[src/rtl/jpeg_rle_seq.sv]
`default_nettype none
// ---------------------------------------------------------------------------
// jpeg_rle_seq : collects a 64-coefficient zigzag block and packs its nonzero
//                coefficients as {run, coef} entries plus leading/trailing zeros
// Revision: 1.0
// ---------------------------------------------------------------------------
module jpeg_rle_seq (
  input  logic         clk,
  input  logic         rst_n,
  input  logic         in_valid,
  output logic         in_ready,
  input  logic [7:0]   in_coef,
  output logic         out_valid,
  input  logic         out_ready,
  output logic [5:0]   left,
  output logic [5:0]   right,
  output logic         flag,
  output logic [895:0] array,
  output logic [6:0]   size
);

  typedef enum logic [1:0] {
    IDLE    = 2'd0,
    COLLECT = 2'd1,
    DONE    = 2'd2
  } state_t;

  state_t         state_q;
  logic [5:0]     idx_q;
  logic [6:0]     zrun_q;
  logic [5:0]     left_q;
  logic [5:0]     right_q;
  logic           flag_q;
  logic [895:0]   array_q;
  logic [6:0]     size_q;
  logic           in_ready_q;
  logic           out_valid_q;

  logic           acc_d;
  logic           nz_d;
  logic [6:0]     zrun_d;
  logic [5:0]     right_d;
  logic [13:0]    entry_d;

  always_comb begin
    acc_d   = in_valid && in_ready_q;
    nz_d    = |in_coef;
    zrun_d  = nz_d ? 7'd0 : zrun_q + 7'd1;
    // The first nonzero carries run 0; its leading zeros go to left instead.
    entry_d = {(flag_q ? zrun_q[5:0] : 6'd0), in_coef};
    right_d = (flag_q || nz_d) ? zrun_d[5:0] : 6'd0;
  end

  always_ff @(posedge clk) begin
    if (!rst_n) begin
      state_q     <= IDLE;
      idx_q       <= '0;
      zrun_q      <= '0;
      left_q      <= '0;
      right_q     <= '0;
      flag_q      <= 1'b0;
      array_q     <= '0;
      size_q      <= '0;
      in_ready_q  <= 1'b1;
      out_valid_q <= 1'b0;
    end else begin
      case (state_q)
        IDLE, COLLECT: begin
          if (acc_d) begin
            state_q <= COLLECT;
            idx_q   <= idx_q + 6'd1;
            zrun_q  <= zrun_d;
            if (nz_d) begin
              if (!flag_q) left_q <= zrun_q[5:0];
              flag_q  <= 1'b1;
              array_q <= {array_q[881:0], entry_d};
              size_q  <= size_q + 7'd1;
            end
            if (idx_q == 6'd63) begin
              state_q     <= DONE;
              right_q     <= right_d;
              in_ready_q  <= 1'b0;
              out_valid_q <= 1'b1;
            end
          end
        end
        DONE: begin
          if (out_ready) begin
            state_q     <= IDLE;
            idx_q       <= '0;
            zrun_q      <= '0;
            left_q      <= '0;
            right_q     <= '0;
            flag_q      <= 1'b0;
            array_q     <= '0;
            size_q      <= '0;
            in_ready_q  <= 1'b1;
            out_valid_q <= 1'b0;
          end
        end
        default: state_q <= IDLE;
      endcase
    end
  end

  assign in_ready  = in_ready_q;
  assign out_valid = out_valid_q;
  assign left      = left_q;
  assign right     = right_q;
  assign flag      = flag_q;
  assign array     = array_q;
  assign size      = size_q;

endmodule
`default_nettype wire
[config.mk]
export PLATFORM = sky130hd
export DESIGN_NAME = jpeg_rle_seq
export DESIGN_NICKNAME = d
export VERILOG_FILES = /design/src/rtl/jpeg_rle_seq.sv
export SDC_FILE = /design/constraint.sdc
export NUM_CORES = 1
export LEC_CHECK = 0
export BUFFER_PORTS_ARGS = -buffer_cell sky130_fd_sc_hd__buf_2
export CAP_MARGIN = 30
export CORE_AREA = 2 2 360 362
export CTS_BUF_LIST = sky130_fd_sc_hd__clkbuf_8
export DETAILED_ROUTE_END_ITERATION = 16
export DIE_AREA = 0 0 362 364
export HOLD_SLACK_MARGIN = 0.08
export SYNTH_ARGS = -nofsm -noshare
export SYNTH_HDL_FRONTEND = slang
export SYNTH_SLANG_ARGS = --single-unit
export TNS_END_PERCENT = 20
[constraint.sdc]
create_clock -name clk -period 1.9 [get_ports clk]
set_input_delay 0 -clock clk [delete_from_list [all_inputs] [get_ports clk]]
set_output_delay 0 -clock clk [all_outputs]
set_load 0.05 [all_outputs]
==> reports/results.txt <==
clock latency at the later pin of the worst-skew pair -> 0.86 ns
Most used DFF post-synth -> dfxtp_1
crit end category -> register
CTS tree -> done
Area after DPL -> 36800 sq um
Slowest cell on crit path -> dfxtp_4
Clock Sinks -> 932
wire length per cell -> 22.4 um
1st-pass router iterations -> 8
Inserted Clock Buffers -> 157
Area Growth Syn to Fin -> 33.7%
Int Power -> 0.0296 W
row count -> 132
# H-tree levels -> 4
EDFF count, synth -> 0
clock slew at reported path FFs -> 0.06 ns
initial antenna violation count -> 7
Final Critical Period -> 1.84 ns
data arrival time of the worst path -> 2.55 ns
largest net degree at the start of global routing -> 88
final count of hold timing violations -> 0
DIE WIDTH -> 362 um
crit path cell chain -> and3b_2 -> o32a_2 -> buf_12 -> buf_16 -> o22ai_1
Finish-stage setup viols -> 0
grt total ovfl -> 0
Mapped Area -> 30100 sq um
syn_area_per_cell -> 9.39 sq um
Pins Over Slew Limit -> 0
port bufs -> 929
Pwr Density -> 977 nW/um^2
io pins -> 930
WL final -> 133000 um
Comb power frac -> 4.3%
register area share after synthesis -> 62.1%
Total GRT Usage -> 19.0%
vias in the first global route -> 26900
max-cap violation count -> 0
Post-Synthesis Cells -> 3203
Die H -> 364 um
Synth area leaders -> dfxtp_1, o22ai_1, nand2_1, buf_2, clkbuf_1
CP max stage delay -> 0.37 ns
f_max -> 544 MHz
top cell type's share of synthesized area -> 62.1%
share of cells above drive strength 1 -> 30.3%
Worst slew margin -> 66.2%
Via density -> 4.84
Tightest Pin Transition -> 0.511 ns
clk_skew -> 0.0384 ns
status -> finished, final reports clean
switching power -> 0.00966 W
Leak Pwr -> 17.2 nW
Sw Ratio -> 24.6%
worst hold path class -> primary input to register
Seq pwr share -> 49.9%
most frequent cells in the layout -> dfxtp_1, buf_2, nand2_1, o22ai_1, clkbuf_8
CP delay by family, top -> buffers and inverters
first-pass GRT wire length -> 185000 um
via count -> 28700
Placer Congestion -> 0.921
unrepaired setup endpoints after global routing -> false
most common cell after layout, fill and taps aside -> dfxtp_1
share of the cycle needed by the critical path after routing -> 96.8%
FFs w/ async S/R, synth -> 0%
critical path launch point type -> register
Synth Warn # -> 0
setup_tns -> 0 ns
Mapped Nets -> 3218
Clock Tree Buf Depth -> 3
final hold slack -> 0.192 ns
Final HPWL DP -> 102000 um
Final ANT Viol Nets -> 0
Req. time, crit path -> 2.61 ns
Core Region -> 128000 sq um
Initial DRC Count -> 2462
WP buf/inv -> 2
post-route cell area -> 40200 sq um
number of distinct library cells after synthesis -> 38
worst-path maximum fanout -> 69
post-CTS setup buffer count -> 0
NumNets Final -> 4154
Filler cells -> 13600
flops & latches, synth -> 932
maximum VDD drop -> 0.000712 V
DRC errors left -> 0
Total Die Area -> 132000 sq um
largest area contributor in the netlist -> dfxtp_1
starting density of the core -> 23.4%
WS Path Type -> register to register
clock share of power -> 45.7%
CTS root buf -> clkbuf_8
-- Yosys cell counts, types with 9 or more instances --
library cell    n
a21oi_1        11
buf_1           9
buf_2         142
buf_6          22
clkbuf_1      140
dfxtp_1       932
nand2_1       911
nand3_1        48
nor2_1         22
o21ai_0        39
o22ai_1       868
-- power by group through the flow --
stage          combinational (W)  sequential (W)  clock (W)
3_3_place_gp             0.00163          0.0200          0
2_1_floorplan            0.00100          0.0201          0
5_1_grt                  0.00180          0.0196     0.0192
6_report                 0.00170          0.0196     0.0180
3_5_place_dp             0.00163          0.0200          0
4_1_cts                  0.00167          0.0196     0.0183
-- sequential cells by signal, summed over array words and instances (netlist names) --
name       cells
zrun_q         6
flag           1
idx_q          6
state_q        2
size           7
right          6
array        896
in_ready       1
left           6
out_valid      1
-- what timing repair did --
action                                 4_1_cts  5_1_grt
endpoints found under the hold margin      927        0
pin swaps                                    0        0
hold buffers                                23        0
resized for setup                            2        5
setup endpoints to repair                    2      308
-- kinds of logic (layout without fill, tap and decap cells) --
kind of cell	after synthesis	count (layout)	share of synthesized area [%]
AO/OA/AOI/OAI	938	938	19.4
XOR/XNOR	8	8	0.233
adder cells (fa/ha/maj)	3	3	0.125
buffers and inverters	315	1361	5.07
flip-flops	932	932	62.1
other	0	6	0
AND/OR/NAND/NOR	1007	1007	13.1
-- final timing paths --
check / slack (ns) / startpoint / endpoint / cells after the start
max: 0.06 / in_ready / array[700] / 5
min: 0.19 / rst_n / zrun_q[5] / 4
max reg2reg: 0.06 / in_ready / array[700] / 5
min reg2reg: 0.47 / array[861] / array[875] / 2
-- per-stage QoR --
step                instances  utilization (%)  setup slack, ns  power (W)
floorplan                3203                -          0.00575     0.0211
global placement         5632             28.7          -0.0920     0.0217
detailed placement       5632             28.7           -0.106     0.0217
CTS                      5924             31.3          0.00182     0.0396
global route             5926             31.3           0.0139     0.0406
finish                   5930             31.3           0.0614     0.0393
-- layer usage --
layer  part of all wire (%)  up-vias  GRT usage, %
li1                       -    13500             -
met4                    3.7        0          8.37
met2                     47     1174          30.7
met5                      0        -             0
met1                     42    13900          23.5
met3                    7.8      206          5.33
-- area by class of cell --
type | count | area, sq um | area share [%]
Tap cell | 1675 | 2100 | 5.22
Clock buffer | 185 | 2550 | 6.34
Multi-Input combinational cell | 1956 | 9910 | 24.7
Timing Repair Buffer | 1090 | 6390 | 15.9
Inverter | 2 | 7.51 | 0.0187
Antenna cell | 6 | 15.0 | 0.0374
Clock inverter | 84 | 561 | 1.39
Sequential cell | 932 | 18700 | 46.4
-- worst min-delay path: stages --
cell	delay, ns
dlygate4sd3_1	0.57
buf_8	0.24
nand3_1	0.11
o21ai_0	0.07
Note: power is estimated with default switching activity, not from simulation.
